## src/rtl/iter_muldiv.sv

```systemverilog
// Iterative shift-add multiplier / restoring divider, one step per clock.
// Optional two's-complement mode: define ITER_MULDIV_SIGNED_EN.
module iter_muldiv #(
  parameter int WIDTH = 8
) (
  input  logic             clk,
  input  logic             reset,
  input  logic             start,
  input  logic [1:0]       op,
  input  logic [WIDTH-1:0] a,
  input  logic [WIDTH-1:0] b,
  output logic             busy,
  output logic             done,
  output logic [WIDTH-1:0] result_lo,
  output logic [WIDTH-1:0] result_hi,
  output logic             dz
);

  localparam int CW = $clog2(WIDTH + 1);

`ifdef ITER_MULDIV_SIGNED_EN
  typedef enum logic [1:0] {IDLE, RUN, FIX, DONE} state_t;
`else
  typedef enum logic [1:0] {IDLE, RUN, DONE} state_t;
`endif

  state_t           state, state_nxt;
  logic [CW-1:0]    cnt;
  logic             is_div;
  logic [WIDTH-1:0] acc_hi, acc_lo, opnd;
  logic             commit;

  logic [WIDTH:0]   mul_sum;
  logic [WIDTH:0]   div_shift;
  logic [WIDTH-1:0] div_diff;
  logic             div_ok;

  logic [WIDTH-1:0] fin_lo, fin_hi;
  logic             fin_dz;
  logic [WIDTH-1:0] a_ld, b_ld;

`ifdef ITER_MULDIV_SIGNED_EN
  logic             neg_q, neg_r;
  logic [WIDTH-1:0] raw_a;
  logic [2*WIDTH-1:0] prod, prod_neg;

  assign a_ld = (op[1] && a[WIDTH-1]) ? WIDTH'('0 - a) : a;
  assign b_ld = (op[1] && b[WIDTH-1]) ? WIDTH'('0 - b) : b;
`else
  logic op_sign_unused;

  assign op_sign_unused = op[1];
  assign a_ld = a;
  assign b_ld = b;
`endif

  // Multiply keeps the multiplier in acc_lo and shifts the product in from the top;
  // divide shifts the dividend out of acc_lo into the partial remainder in acc_hi.
  always_comb begin
    mul_sum   = {1'b0, acc_hi} + (acc_lo[0] ? {1'b0, opnd} : '0);
    div_shift = {acc_hi, acc_lo[WIDTH-1]};
    div_ok    = (div_shift >= {1'b0, opnd});
    div_diff  = div_shift[WIDTH-1:0] - opnd;
  end

  always_comb begin
    fin_dz = is_div && (opnd == '0);
    fin_lo = acc_lo;
    fin_hi = acc_hi;
`ifdef ITER_MULDIV_SIGNED_EN
    prod     = {acc_hi, acc_lo};
    prod_neg = '0 - prod;
    if (!is_div) begin
      if (neg_q) begin
        fin_hi = prod_neg[2*WIDTH-1:WIDTH];
        fin_lo = prod_neg[WIDTH-1:0];
      end
    end else if (fin_dz) begin
      fin_lo = '1;
      fin_hi = raw_a;
    end else begin
      if (neg_q) fin_lo = WIDTH'('0 - acc_lo);
      if (neg_r) fin_hi = WIDTH'('0 - acc_hi);
    end
`endif
  end

  always_comb begin
    state_nxt = state;
    commit    = 1'b0;
    busy      = (state != IDLE);
    done      = (state == DONE);
    case (state)
      IDLE: if (start) state_nxt = RUN;
      RUN: begin
        if (cnt == '0) begin
`ifdef ITER_MULDIV_SIGNED_EN
          state_nxt = FIX;
`else
          state_nxt = DONE;
          commit    = 1'b1;
`endif
        end
      end
`ifdef ITER_MULDIV_SIGNED_EN
      FIX: begin
        state_nxt = DONE;
        commit    = 1'b1;
      end
`endif
      DONE:    state_nxt = IDLE;
      default: state_nxt = IDLE;
    endcase
  end

  always_ff @(posedge clk or negedge reset) begin
    if (!reset) state <= IDLE;
    else        state <= state_nxt;
  end

  always_ff @(posedge clk or negedge reset) begin
    if (!reset) begin
      cnt       <= '0;
      is_div    <= 1'b0;
      acc_hi    <= '0;
      acc_lo    <= '0;
      opnd      <= '0;
      result_lo <= '0;
      result_hi <= '0;
      dz        <= 1'b0;
`ifdef ITER_MULDIV_SIGNED_EN
      neg_q     <= 1'b0;
      neg_r     <= 1'b0;
      raw_a     <= '0;
`endif
    end else begin
      if (state == IDLE && start) begin
        cnt    <= CW'(WIDTH);
        is_div <= op[0];
        acc_hi <= '0;
        acc_lo <= a_ld;
        opnd   <= b_ld;
`ifdef ITER_MULDIV_SIGNED_EN
        neg_q  <= op[1] && (a[WIDTH-1] ^ b[WIDTH-1]);
        neg_r  <= op[1] && a[WIDTH-1];
        raw_a  <= a;
`endif
      end else if (state == RUN && cnt != '0) begin
        cnt <= cnt - 1'b1;
        if (is_div) begin
          acc_hi <= div_ok ? div_diff : div_shift[WIDTH-1:0];
          acc_lo <= {acc_lo[WIDTH-2:0], div_ok};
        end else begin
          acc_hi <= mul_sum[WIDTH:1];
          acc_lo <= {mul_sum[0], acc_lo[WIDTH-1:1]};
        end
      end
      if (commit) begin
        result_lo <= fin_lo;
        result_hi <= fin_hi;
        dz        <= fin_dz;
      end
    end
  end

endmodule

```

## config.mk

```make
export PLATFORM = sky130hd
export DESIGN_NAME = iter_muldiv
export DESIGN_NICKNAME = d
export VERILOG_FILES = /design/src/rtl/iter_muldiv.sv
export SDC_FILE = /design/constraint.sdc
export NUM_CORES = 1
export LEC_CHECK = 0
export CORE_ASPECT_RATIO = 1.4
export CORE_MARGIN = 5
export CORE_UTILIZATION = 49
export DETAILED_ROUTE_END_ITERATION = 16
export PLACE_DENSITY = 0.84
export SETUP_SLACK_MARGIN = 0.1
export SLEW_MARGIN = 20
export SYNTH_ARGS = -nofsm -noshare
export SYNTH_HDL_FRONTEND = slang
export SYNTH_SLANG_ARGS = --single-unit
export TNS_END_PERCENT = 1
```

## constraint.sdc

```tcl
create_clock -name clk -period 2.2 [get_ports clk]
set_input_delay 0.44 -clock clk [delete_from_list [all_inputs] [get_ports clk]]
set_output_delay 0.44 -clock clk [all_outputs]
set_load 0.03 [all_outputs]
```

# --- Word level (Yosys, flattened, before mapping) ---
# Cells that the tools add are included.
# Widths: inputs -> output; s select.
classes:
  n_addsub: 3
  multipliers: 0
  div_mod_pow: 0
  n_lt_le_gt_ge: 1
  eq_ne: 4
  shifts: 0
  mux: 15
  bitwise: 0
  n_reduce_logical: 10
op_table:
  columns: ["cell", "count"]
  rows:
  - ["$mux 8", 8]
  - ["$add 8x8->9", 1]
  - ["$ge 9x8->1", 1]
  - ["$logic_not 8->1", 1]
  - ["$mux 4", 2]
  - ["$sub 8x8->8", 1]
  - ["$logic_not 4->1", 1]
  - ["$mux 2", 2]
  - ["$ne 2x2->1 const B", 2]
  - ["$pmux 2 s2", 1]
  - ["$reduce_bool 2->1", 2]
  - ["$reduce_bool 4->1", 1]
  - ["$sub 4x1->4 const B", 1]
  - ["$logic_and 1x1->1", 3]
  - ["$eq 2x1->1 const B", 1]
  - ["$eq 2x2->1 const B", 1]
  - ["$logic_not 2->1", 1]
  - ["$mux 1", 2]
  - ["$reduce_and 2->1", 1]
totals:
  ff_bits: 48
  latchBits: 0
  mem_bits_rw: 0
  rom_bits: 0
  in_bits: 21
  out_inout_bits: 19
  word_cells: 42
  n_memories: 0

# --- Depth between registers and ports, before layout ---
# Gate-level depths: netlist of run 1.
logic_depth:
  depth_word: 5
  mapped_depth: 11
  depth_no_buf: 10

# --- Worst setup path after synthesis of run 1 ---
# OpenSTA, ideal clock, no wires.
synth_timing:
  path_type: "flip-flop to flip-flop"
  from: "reg acc_lo[0]"
  to: "reg acc_hi[5]"
  setup_time_ps: 134
  arrival_ps: 2056
  t_required_ps: 2066
  path_slack_ps: 10
  stages_incl_launch_ff: 12
  path_buffers: 1
  period_less_slack_ps: 2190
  cell_sequence: "dfrtp_1 clkbuf_1 and2_1 ha_1 inv_1 fa_1 nor2b_1 o31ai_1 a21oi_1 xor2_1 a222oi_1 o21ai_1"
synth_between:
  elab_chain_len: 5
synth_lines:
  columns: ["element", "line_no", "text"]
  rows:
  - ["start: declaration", "30", "logic [WIDTH-1:0] acc_hi, acc_lo, opnd;"]
  - ["start signal: assignment", "141", "acc_lo <= a_ld;"]
  - ["start signal: assignment", "152", "acc_lo <= {acc_lo[WIDTH-2:0], div_ok};"]
  - ["start signal: assignment", "155", "acc_lo <= {mul_sum[0], acc_lo[WIDTH-1:1]};"]
  - ["$mux 8", "60", "mul_sum = {1'b0, acc_hi} + (acc_lo[0] ? {1'b0, opnd} : '0);"]
  - ["$add 8x8->9", "60", null]
  - ["$mux 8", "150", "if (is_div) begin"]
  - ["$mux 8", "148", "end else if (state == RUN && cnt != '0) begin"]
  - ["$mux 8", "137", "if (state == IDLE && start) begin"]
  - ["end signal: assignment", "151", "acc_hi <= div_ok ? div_diff : div_shift[WIDTH-1:0];"]
  - ["end signal: assignment", "154", "acc_hi <= mul_sum[WIDTH:1];"]
  - ["end: declaration", "30", null]
# Every way passes these cells. The select of a mux whose other input is x is not followed.
# A chain may end at the register's enable or synchronous reset.

# --- Worst setup path in the final report of run 1 ---
# Ends and elaborated chain as after synthesis.

==> impl_metrics.env, run 1 <==
export IMPL_yosysTopAreaCell="dfrtp_1"
export IMPL_drc=0
export IMPL_track_usage=0.198
export IMPL_first_iter_violations=237
export IMPL_h_tree_depth=2
export IMPL_ios=40
export IMPL_syn_nets=341
export IMPL_synth_edf_count=0
export IMPL_p_leak_nw=1.69
export IMPL_cts_tree="done"
export IMPL_antenna_found_initial=0
export IMPL_start_kind="flop"
export IMPL_wl_mm=7.65
export IMPL_cp_cell_sequence="and2_4, ha_4, inv_2, fa_2, nor2b_4, o31ai_4, a21oi_2, xor2_1, a222oi_1, o21ai_1"
export IMPL_cp_required_ns=2.38
export IMPL_yosys_top_cells_area="dfrtp_1 42%, ha_1 7.4%, nand2_1 6.0%"
export IMPL_ir_drop_mv=0.723
export IMPL_grt_max_degree=31
export IMPL_gp_congestion=0.885
export IMPL_synthTopCellsByCount="48 x dfrtp_1, 46 x nand2_1, 27 x o21ai_0"
export IMPL_numPortBuffers=38
export IMPL_dp_cells=414
export IMPL_tightest_slew_ns=0.676
export IMPL_start_util=0.495
export IMPL_first_global_vias=2563
export IMPL_cpMaxStageDelayCell="dfrtp_1"
export IMPL_worst_slack_ns=-0.0749
export IMPL_final_hold_viol_count=0
export IMPL_cp_data_arrival_time_ns=2.46
export IMPL_grt_pass1_wl_mm=11.5
export IMPL_ys_types=46
export IMPL_final_max_slew_violation_count=0
export IMPL_vias=2556
export IMPL_synthCells=301
export IMPL_synth_seq_area_share=0.420
export IMPL_synth_top_area_share=0.420
export IMPL_fin_crit_ns=2.27
export IMPL_drv_cap=0
export IMPL_ys_ff_latch=48
export IMPL_avgSynthCellArea_um2=9.50
export IMPL_nets=403
export IMPL_crit_path_end_kind="flop"
export IMPL_status="finished with violations"
export IMPL_ys_warn_count=0
export IMPL_root_buffer="clkbuf_8"
export IMPL_synth_ff_type="dfrtp_1"
export IMPL_reg2reg_depth=10
export IMPL_cts_sinks=48
export IMPL_netlist_area_um2=2860
export IMPL_fin_cells=434
export IMPL_holdBufCountCts=0
export IMPL_whs_ns=0.128
export IMPL_drt_antenna_violating_nets=0
export IMPL_finalClockSkew_ns=0.00772
export IMPL_cts_buffers=5
export IMPL_rows=33
export IMPL_drt_vias_per_instance=5.89
export IMPL_cts_path_max_buffers=2
export IMPL_violations="negative setup slack"
export IMPL_clock_latency_ns=0.31
export IMPL_rsz0062_at_grt="yes"
export IMPL_coreArea_um2=5780
export IMPL_die_area_um2=7480
export IMPL_drive_gt1_frac=0.225
export IMPL_final_setup_viol_count=2
export IMPL_maxSlewHeadroom=0.549
export IMPL_pre_cts_ws_ns=0.0201
export IMPL_hpwl_mm=4.95
export IMPL_clkTransAtPathRegs_ns=0.09
export IMPL_n_antenna_cell=0
export IMPL_setup_tns_final_ns=-0.118
export IMPL_postLayoutCoreUtil=0.652
export IMPL_syn2layout_area_growth_pct=31.8
export IMPL_hold_path_class="primary input to async pin"
export IMPL_drtPass1Iterations=5
export IMPL_fin_crit_sh=1.03
export IMPL_critical_path_max_stage_delay_ns=0.43
export IMPL_powerDensity_nw_per_um2=1780
export IMPL_grt_overflow=0
export IMPL_postSynth_asyncResetShare=1.00
export IMPL_max_freq_mhz=440
export IMPL_wl_per_cell_um=17.6
export IMPL_crit_type="flop to flop"
export IMPL_yosysMostFrequentCell="dfrtp_1"
export IMPL_cp_max_fo=4
export IMPL_die_y_um=100
export IMPL_die_w_um=74.6
-- layout make-up --
class	instances	area, um2
Tap cell	70	87.6
Timing Repair Buffer	66	598
Inverter	20	75.1
Fill cell	440	2010
Multi-Input combinational cell	222	1700
Sequential cell	48	1200
Clock buffer	5	68.8
Clock inverter	3	42.5
-- flip-flops by register name (all words and copies together), names as in the netlist --
signal / flops
acc_hi: 8
acc_lo: 8
cnt: 4
dz: 1
is_div: 1
opnd: 8
result_hi: 8
result_lo: 8
state: 2
-- critical path: cells and delay by family, from the launching register on --
kind / cells / cell delay [ns]
flops: 1 / 0.43
fa+ha+maj: 2 / 0.51
compound gates: 4 / 0.72
simple gates: 2 / 0.34
xor+xnor: 1 / 0.10
buf+inv: 1 / 0.04
-- cells in the final DEF, fill, tap and decap left out, types with 3 or more instances in the layout --
cell / count
mux2i_1: 10
xor2_1: 5
a22oi_1: 4
mux2_2: 10
and2_4: 3
o21ai_0: 25
clkdlybuf4s50_1: 37
clkbuf_8: 5
inv_1: 18
a21oi_2: 4
a222oi_1: 3
buf_4: 27
dfrtp_1: 48
nand2_1: 45
nor2_1: 20
ha_1: 10
ha_4: 6
o211ai_1: 3
o21ai_1: 7
o21a_1: 3
and2_1: 4
a21oi_1: 12
xnor2_1: 6
-- layer usage --
metal  vias up  share of wire  global-route usage
li1       1171              -                   -
met1      1250           0.39               0.227
met2        98           0.53               0.344
met3        37          0.049              0.0321
met4         0          0.039               0.103
met5         -              0                   0
-- per-stage QoR --
step | power (mW) | cell area (um2)
2_1_floorplan | 4.28 | 2870
3_3_place_gp | 5.24 | 3410
3_5_place_dp | 5.38 | 3410
4_1_cts | 6.21 | 3590
5_1_grt | 7.17 | 3770
6_report | 6.72 | 3770
-- power breakdown --
group          total [mW]  internal [mW]  leakage [nW]  switching (mW)
clock network       0.642          0.336        0.0541           0.306
logic                4.35           2.04          1.03            2.31
registers            1.72           1.30         0.602           0.426
total                6.72           3.67          1.69            3.04
-- kinds of logic after synthesis --
logic type	Yosys count	share of synthesized area
xor+xnor	12	0.0368
mux	21	0.0797
fa+ha+maj	19	0.0884
compound gates	76	0.179
simple gates	94	0.152
flops	48	0.420
buf+inv	31	0.0442
-- timing repair --
action	4_1_cts	5_1_grt
resized for setup	9	22
pin swaps	4	15
gates cloned	0	0
buffers inserted	4	8
setup endpoints to repair	6	8
-- worst paths after layout --
path	startpoint	endpoint	slack, ns
hold reg to reg	result_hi[4]	result_hi[4]	0.48
setup / recovery	acc_lo[0]	acc_hi[5]	-0.07
hold / removal	reset	acc_hi[2]	0.13
min in group clk	result_hi[4]	result_hi[4]	0.48
max in group asynchronous	reset	acc_lo[3]	1.52
setup reg to reg	acc_lo[0]	acc_hi[5]	-0.07
Note: power is estimated with default switching activity, not from simulation.
==> inputs of run 2 (changes only) <==
--- a/config.mk
+++ b/config.mk
@@ -5,9 +5,11 @@
 export SDC_FILE = /design/constraint.sdc
 export NUM_CORES = 1
 export LEC_CHECK = 0
-export CORE_ASPECT_RATIO = 1.4
+export CELL_PAD_IN_SITES_DETAIL_PLACEMENT = 1
+export CELL_PAD_IN_SITES_GLOBAL_PLACEMENT = 2
+export CORE_ASPECT_RATIO = 1.1
 export CORE_MARGIN = 5
-export CORE_UTILIZATION = 49
+export CORE_UTILIZATION = 31
 export DETAILED_ROUTE_END_ITERATION = 16
 export PLACE_DENSITY = 0.84
 export SETUP_SLACK_MARGIN = 0.1
==> run 2 against run 1 <==
  * The flow now finishes without violations
  * Die area increased by 50%
  * Sequential power about the same
  * Wire length increased by 3.1%
  * Non-clock buffer count decreased by 4
  * Clock-buffer cell count unchanged
  * First-iteration DRC count decreased by 56%
  * Combinational power decreased by 3%
  * Via count decreased by 6.1%
  * Global-route usage decreased by 5.3 points
  * Clock power increased by 22%
  * Critical path depth unchanged
  * Critical path type unchanged
==> impl_metrics.env, run 2 (synthesis results as in run 1) <==
export IMPL_cts_path_max_buffers=2
export IMPL_cp_max_fo=4
export IMPL_fin_crit_ns=2.13
export IMPL_crit_type="flop to flop"
export IMPL_max_freq_mhz=469
export IMPL_wl_per_cell_um=16.6
export IMPL_regToRegStartpoint="opnd[0]"
export IMPL_reg2reg_depth=10
export IMPL_syn2layout_area_growth_pct=32.3
export IMPL_numPortBuffers=38
export IMPL_rows=36
export IMPL_start_util=0.321
export IMPL_drv_cap=0
export IMPL_dp_cells=462
export IMPL_drt_antenna_violating_nets=0
export IMPL_n_antenna_cell=0
export IMPL_hpwl_mm=6.13
export IMPL_first_global_vias=2623
export IMPL_whs_ns=0.0290
export IMPL_nets=399
export IMPL_grt_pass1_wl_mm=13.0
export IMPL_clock_latency_ns=0.32
export IMPL_start_kind="flop"
export IMPL_final_cell_mix="46 x nand2_1, 45 x dfrtp_1, 36 x clkdlybuf4s50_1"
export IMPL_reg2reg_slack_ns=0.07
export IMPL_fin_cells=474
export IMPL_rsz0062_at_grt="yes"
export IMPL_gp_congestion=0.813
export IMPL_fillerInstances=1014
export IMPL_postLayoutCoreUtil=0.424
export IMPL_cts_tree="done"
export IMPL_status="finished clean"
export IMPL_root_buffer="clkbuf_8"
export IMPL_crit_path_end_kind="flop"
export IMPL_coreArea_um2=8920
export IMPL_r2r_end="acc_hi[5]"
export IMPL_p_leak_nw=1.68
export IMPL_h_tree_depth=2
export IMPL_wl_mm=7.89
export IMPL_layout_cells_most_common="nand2_1"
export IMPL_grt_max_degree=30
export IMPL_die_y_um=111
export IMPL_first_iter_violations=105
export IMPL_tightest_slew_ns=0.580
export IMPL_cp_required_ns=2.40
export IMPL_dpl_cell_area_um2=3480
export IMPL_drive_gt1_frac=0.208
export IMPL_cts_buffers=5
export IMPL_pre_cts_ws_ns=-0.0810
export IMPL_worst_slack_ns=0.0696
export IMPL_grt_overflow=0
export IMPL_powerDensity_nw_per_um2=1770
export IMPL_maxSlewHeadroom=0.612
export IMPL_finalClockSkew_ns=0.0108
export IMPL_cts_sinks=48
export IMPL_cp_data_arrival_time_ns=2.33
export IMPL_hold_path_class="primary input to async pin"
export IMPL_final_hold_viol_count=0
export IMPL_drc=0
export IMPL_die_w_um=102
export IMPL_antenna_found_initial=0
export IMPL_final_setup_viol_count=0
export IMPL_final_max_slew_violation_count=0
export IMPL_vias=2401
export IMPL_clkTransAtPathRegs_ns=0.10
export IMPL_track_usage=0.145
export IMPL_total_power_mw=6.71
export IMPL_drtPass1Iterations=6
export IMPL_drt_vias_per_instance=5.07
export IMPL_ios=40
export IMPL_setup_tns_final_ns=0
export IMPL_ir_drop_mv=0.481
export IMPL_die_area_um2=11200
export IMPL_postLayoutCellArea_um2=3780
export IMPL_fin_crit_sh=0.968
## run 2: cell type report
| cell class | instances | area [um2] | area share |
|---|---|---|---|
| clock inverters | 3 | 68.8 | 0.0182 |
| multi-input cells | 222 | 1650 | 0.436 |
| well taps | 114 | 143 | 0.0377 |
| flip-flops and latches | 48 | 1200 | 0.319 |
| inverters | 20 | 75.1 | 0.0198 |
| repair buffers | 62 | 574 | 0.152 |
| clock buffers | 5 | 68.8 | 0.0182 |
## run 2: repair_timing
item                       CTS  global route
gates resized for setup      7            24
setup endpoints to repair    8            10
pin swaps                    3            13
setup buffers                1             3
hold buffers                 0             0
## run 2: worst max-delay path: stages (launching register included)
cell	delay (ns)
dfrtp_1	0.42
and2_4	0.18
ha_4	0.14
inv_1	0.05
fa_2	0.36
nor2b_4	0.16
o31ai_4	0.08
a21oi_2	0.19
xor2_1	0.10
a222oi_1	0.21
o21ai_1	0.12
## run 2: layer usage
metal,global-route usage,vias up,wire length [um]
met3,0.0233,10,226
li1,-,1161,-
met5,0,-,0
met1,0.179,1189,3530
met2,0.250,41,3970
met4,0.0523,0,158
## run 2: worst max path at each step
stage | to | start | slack [ns] | depth (start not counted)
finish | acc_hi[5] | opnd[0] | 0.07 | 10
global route | acc_hi[5] | opnd[0] | -0.008 | 10
CTS | acc_hi[5] | acc_lo[0] | 0.03 | 10
detailed placement | acc_hi[5] | acc_lo[0] | -0.08 | 10
global placement | acc_hi[5] | opnd[0] | -0.009 | 10
floorplan | acc_hi[5] | acc_lo[0] | 0.13 | 11
## run 2: where the power goes
part	internal, mW	switching [mW]
registers	1.30	0.416
logic	1.99	2.22
clock network	0.458	0.328
total	3.75	2.96
==> inputs of run 3 (changes only) <==
--- a/config.mk
+++ b/config.mk
@@ -10,6 +10,7 @@
 export CORE_ASPECT_RATIO = 1.1
 export CORE_MARGIN = 5
 export CORE_UTILIZATION = 31
+export CTS_CLUSTER_DIAMETER = 200
 export DETAILED_ROUTE_END_ITERATION = 16
 export PLACE_DENSITY = 0.84
 export SETUP_SLACK_MARGIN = 0.1
==> results of run 3 <==
No change in the layout: final DEF, timing and power equal those of run 2.
